===== src/rtl/pc_seq_pkg.sv =====
// rtl/pc_seq_pkg.sv - shared types and defaults for the fetch-stage pc sequencer
package pc_seq_pkg;

  localparam int PSIZE_DEF  = 6;
  localparam int ISIZE_DEF  = 24;
  localparam int SDEPTH_DEF = 4;
  localparam int IWIDTH     = ISIZE_DEF + 1;

  typedef enum logic {
    RUN,
    HALT
  } state_t;

  typedef enum logic [2:0] {
    NXT_INC,
    NXT_BR,
    NXT_JMP,
    NXT_CALL,
    NXT_RET,
    NXT_HOLD
  } nxt_sel_t;

endpackage


===== src/rtl/pc_sequencer_ret_stack.sv =====
// rtl/pc_sequencer_ret_stack.sv - hardware return-address LIFO for subroutine call/return
module ret_stack #(
  parameter int Psize  = 6,
  parameter int Sdepth = 4
) (
  input  logic             clk,
  input  logic             reset,
  input  logic             push,
  input  logic             pop,
  input  logic [Psize-1:0] din,
  output logic [Psize-1:0] dout,
  output logic             full,
  output logic             empty
);

  localparam int AW = $clog2(Sdepth);

  logic [AW:0]      sp;
  logic [Psize-1:0] mem [Sdepth];
  logic [AW-1:0]    wr_idx;
  logic [AW-1:0]    rd_idx;

  assign wr_idx = sp[AW-1:0];
  assign rd_idx = wr_idx - AW'(1);
  assign full   = (sp == (AW+1)'(Sdepth));
  assign empty  = (sp == '0);
  // top of stack is read combinationally so a return completes in one edge
  assign dout   = mem[rd_idx];

  // push into the next free slot or pop the top; overflow/underflow requests are dropped
  always_ff @(posedge clk or posedge reset) begin
    if (reset) begin
      sp <= '0;
      for (int i = 0; i < Sdepth; i++) mem[i] <= '0;
    end else if (push && !full) begin
      mem[wr_idx] <= din;
      sp          <= sp + (AW+1)'(1);
    end else if (pop && !empty) begin
      sp <= sp - (AW+1)'(1);
    end
  end

endmodule


===== src/rtl/pc_sequencer.sv =====
// rtl/pc_sequencer.sv - fetch-stage sequencer: program counter, next-pc select, instruction register
module pc_sequencer
  import pc_seq_pkg::*;
#(
  parameter int Psize  = PSIZE_DEF,
  parameter int Isize  = IWIDTH - 1,
  parameter int Sdepth = SDEPTH_DEF
) (
  input  logic             clk,
  input  logic             reset,
  output logic [Psize-1:0] address,
  input  logic [Isize:0]   instr,
  input  logic             stall,
  input  logic             branch_en,
  input  logic [Psize-1:0] branch_off,
  input  logic             jump_en,
  input  logic             call_en,
  input  logic             ret_en,
  input  logic [Psize-1:0] target,
  input  logic             halt_en,
  input  logic             resume,
  output logic [Isize:0]   ir,
  output logic [Psize-1:0] ir_pc,
  output logic             ir_valid,
  output logic             halted,
  output logic             stk_ovf,
  output logic             stk_unf
);

  state_t           state;
  nxt_sel_t         sel;
  logic [Psize-1:0] pc;
  logic [Psize-1:0] pc_inc;
  logic [Psize-1:0] pc_next;
  logic [Psize-1:0] stk_top;
  logic             run_fetch;
  logic             push;
  logic             pop;
  logic             full;
  logic             empty;
  logic             ovf_evt;
  logic             unf_evt;

  assign address   = pc;
  assign halted    = (state == HALT);
  assign pc_inc    = pc + Psize'(1);
  assign run_fetch = (state == RUN) && !stall;

  // resolve the control inputs by priority; a failed call/return falls back to increment
  always_comb begin
    sel     = NXT_INC;
    push    = 1'b0;
    pop     = 1'b0;
    ovf_evt = 1'b0;
    unf_evt = 1'b0;
    if (!run_fetch || halt_en) begin
      sel = NXT_HOLD;
    end else if (ret_en) begin
      pop = 1'b1;
      if (empty) unf_evt = 1'b1;
      else       sel     = NXT_RET;
    end else if (call_en) begin
      push = 1'b1;
      if (full) ovf_evt = 1'b1;
      else      sel     = NXT_CALL;
    end else if (jump_en) begin
      sel = NXT_JMP;
    end else if (branch_en) begin
      sel = NXT_BR;
    end
  end

  // next-pc mux; the branch add wraps modulo 2^Psize so sign extension is implicit
  always_comb begin
    case (sel)
      NXT_BR:            pc_next = pc + branch_off;
      NXT_JMP, NXT_CALL: pc_next = target;
      NXT_RET:           pc_next = stk_top;
      NXT_HOLD:          pc_next = pc;
      default:           pc_next = pc_inc;
    endcase
  end

  ret_stack #(
    .Psize  (Psize),
    .Sdepth (Sdepth)
  ) u_ret_stack (
    .clk   (clk),
    .reset (reset),
    .push  (push),
    .pop   (pop),
    .din   (pc_inc),
    .dout  (stk_top),
    .full  (full),
    .empty (empty)
  );

  // run/halt state machine with pc, instruction register and sticky stack flags
  always_ff @(posedge clk or posedge reset) begin
    if (reset) begin
      state    <= RUN;
      pc       <= '0;
      ir       <= '0;
      ir_pc    <= '0;
      ir_valid <= 1'b0;
      stk_ovf  <= 1'b0;
      stk_unf  <= 1'b0;
    end else begin
      pc <= pc_next;
      case (state)
        RUN: begin
          if (stall) begin
            ir_valid <= 1'b0;
          end else begin
            ir       <= instr;
            ir_pc    <= pc;
            ir_valid <= 1'b1;
            if (halt_en) state <= HALT;
            if (ovf_evt) stk_ovf <= 1'b1;
            if (unf_evt) stk_unf <= 1'b1;
          end
        end
        default: begin
          ir_valid <= 1'b0;
          if (resume) state <= RUN;
        end
      endcase
    end
  end

endmodule


===== config.mk =====
export PLATFORM = sky130hd
export DESIGN_NAME = pc_sequencer
export DESIGN_NICKNAME = d
export VERILOG_FILES = /design/src/rtl/pc_seq_pkg.sv /design/src/rtl/pc_sequencer_ret_stack.sv /design/src/rtl/pc_sequencer.sv
export SDC_FILE = /design/constraint.sdc
export NUM_CORES = 1
export LEC_CHECK = 0
export CAP_MARGIN = 20
export CORE_ASPECT_RATIO = 1.25
export CORE_MARGIN = 3
export CORE_UTILIZATION = 44
export CTS_CLUSTER_SIZE = 10
export DETAILED_ROUTE_END_ITERATION = 10
export PLACE_DENSITY = 0.79
export RECOVER_POWER = 50
export SLEW_MARGIN = 20
export SYNTH_ARGS = -nofsm -noshare
export SYNTH_HDL_FRONTEND = slang
export SYNTH_SLANG_ARGS = --single-unit

===== constraint.sdc =====
create_clock -name clk -period 2.3 [get_ports clk]
set_input_delay 0.46 -clock clk [delete_from_list [all_inputs] [get_ports clk]]
set_output_delay 0.46 -clock clk [all_outputs]
set_load 0.02 [all_outputs]

==> run metrics <==
skew final=0.00475 ns; syn_area_per_cell=13.1 um2; top post-synthesis cells by count=68 x dfrtp_1, 36 x mux2_2, 17 x nand2_1; DRT Pass-1 Iters=4; Mapped Nets=315; HPWL Detailed=6020 um; Data arrival, critical path=2.33 ns; nets=419; Final Max Slew Viols=0; IO Pins=87; Post-Route WL=7980 um; Die Height=104 um; crit end category=flop; mapped cell area=0.00336 mm2; CTS Hold Bufs=0; setup slack after layout=0.200 ns; Remaining DRCs=0; TritonCTS Buffers=9; Core Region=0.00740 mm2; area delta synth->final=36.0%; worst skew pair latency=0.34 ns; min Tclk post-route=2.10 ns; Clock Tree Buf Depth=2; # clock sinks=68; initial core utilization=45.4%; Post-CTS Setup Inserts=0; Clock Root Buffer=clkbuf_8; die width=84.2 um; wire per inst=17.5 um; R2R Setup Slk=0.25 ns; Seq cells post-synth=68; Multi-input gate area=0.00159 mm2; GRT Total Usage=18.8%; first-pass GRT wire length=13000 um; Worst IR Drop VDD=0.497 mV; Hold Crit Endpoint=stk_ovf; most frequent cell after synthesis=dfrtp_1; CP max FO=8; DR vias=2459; 1st-iter DRT viols=119; TritonCTS clock tree=yes; Worst-Margin Slew=0.775 ns; largest net degree at the start of global routing=33; Int Power=0.00328 W; clock group share of total power=18.7%; Synth top area share=50.6%; antenna violations before repair=0; RR Startpoint=u_ret_stack.sp[1]; Worst setup SP type=input pin; max cap viols=0; Clk pin slew, worst setup/hold paths=0.07 ns; P_sw=0.00175 W; worst reg2reg path endpoint=address[0]; sw frac=34.8%; leak pwr=2.07 nW; worst setup path startpoint=stall; Hold Vio Cnt, Final=0; share of layout cells above drive strength 1=24.4%; Ant. Diodes=0; final period utilization=91.3%; Final GP Congestion=0.900; leading post-synthesis cells by cell area=dfrtp_1 51%, mux2_2 12%, mux2_4 6.7%, mux4_2 4.0%, ha_1 3.7%; Vias/cell=5.38; number of global-route vias before repair=2706; Slew HR=48.3%; Comb pwr share=43.7%; Layout Utilization=61.8%; post-synth top area cell=dfrtp_1; synthesis warning total=0; post_cts resized=0; total gr overflow=0; worst reg-to-reg path cell count=4; sequential-to-total area share from yosys stat=50.6%; die area=0.00873 mm2; Post-Synthesis Cells=257; Post-DRT Antenna Nets=0; port bufs=86; Max Clock Freq=0.476 GHz; fill count=578; Top FF cell, synth=dfrtp_1; status=finished, final reports clean; Setup-failing EPs final=0; number of synthesized flops with an enable pin=0; Crit Path Class=input pin to flop; Place WS=-0.0852 ns; FP Rows=35; Critical Path RT=2.53 ns; fraction of registers with async set/reset=100%; RSZ-0062 raised after global routing=false; FF+latch area=0.00170 mm2; hold crit path type=flop to flop; Power Density=1100 mW/mm2; hold_sp=stk_ovf; share of total power in sequential cells=37.6%; H-tree levels=3; count of cell types in the netlist=47; Min-Delay Path Depth=1
-- state kept, by name, summed over array words and instances (netlist names) --
register,flops
address,6
stk_unf,1
u_ret_stack.mem,24
ir,25
stk_ovf,1
halted,1
u_ret_stack.sp,3
ir_valid,1
ir_pc,6
-- worst max-delay path, cell delays in order --
cell           delay, ns
dlygate4sd3_1       0.59
clkbuf_1            0.15
nor3_2              0.16
clkbuf_1            0.31
and3_1              0.32
nor3_1              0.08
o41ai_1             0.26
-- stage by stage --
| step | area, um2 | hold WS, ns | setup TNS [ns] | cells | total power (W) |
|---|---|---|---|---|---|
| global route | 4570 | 0.513 | 0 | 457 | 0.00531 |
| finish | 4570 | 0.479 | 0 | 457 | 0.00503 |
| CTS | 4630 | 0.471 | 0 | 457 | 0.00508 |
| detailed placement | 4440 | 0.469 | -0.226 | 442 | 0.00413 |
| floorplan | 3360 | 0.445 | 0 | 257 | 0.00326 |
| global placement | 4440 | 0.457 | -0.0000151 | 442 | 0.00403 |
-- kinds of logic after synthesis --
logic type | Yosys count | share of synthesized area, %
fa+ha+maj | 12 | 4.91
xor+xnor | 9 | 2.35
compound gates | 40 | 8.08
simple gates | 53 | 8.67
buf+inv | 17 | 2.27
flops | 68 | 50.6
mux | 58 | 23.1
-- area by class of cell --
class	count	area share [%]
inverter	10	0.821
timing repair buffer	100	20.7
tap	92	2.52
clock buffer	13	3.26
sequential	68	37.2
clock inverter	2	0.766
multi-input combinational	172	34.7
-- placed cells by master (no fill, tap or decap), types with 2 or more instances in the layout --
cell,synthesis,layout
nor2b_1,2,2
o21ai_0,14,14
nand2_4,3,3
xnor2_1,4,4
nand3_1,6,6
inv_1,10,10
xor2_1,5,5
and3_1,3,3
dlygate4sd3_1,0,2
clkbuf_2,0,3
or3_1,2,2
nand2b_1,3,3
o21a_1,2,2
nor2_1,10,9
clkbuf_1,1,6
clkdlybuf4s50_1,0,84
mux2_2,36,36
o22ai_1,2,2
clkbuf_8,0,10
a21oi_1,5,5
o32a_1,2,2
nand2_1,17,17
a22o_1,2,2
dfrtp_1,68,68
mux4_2,6,6
buf_4,0,8
ha_1,10,10
fa_1,2,2
nor3_1,2,2
mux2_4,15,15
-- power groups by stage --
| stage | Combinational (W) | Sequential, W | Clock (W) |
|---|---|---|---|
| finish | 0.00220 | 0.00189 | 0.000940 |
| global route | 0.00237 | 0.00194 | 0.00101 |
| CTS | 0.00223 | 0.00189 | 0.000960 |
| detailed placement | 0.00222 | 0.00191 | 0 |
| global placement | 0.00216 | 0.00188 | 0 |
| floorplan | 0.00118 | 0.00208 | 0 |
-- routing by layer --
| metal | part of all wire [%] | global-route usage [%] |
|---|---|---|
| met1 | 42 | 23.5 |
| met2 | 49 | 30.6 |
| met3 | 6.3 | 4.22 |
| met4 | 2.4 | 9.08 |
| met5 | 0 | 0 |
-- worst max path at each step --
stage | end
final | address[1]
after global placement | address[4]
after global routing | u_ret_stack.mem[4]
after floorplan | address[0]
after CTS | address[0]
after detailed placement | address[4]
(Power assumes the default switching activity.)
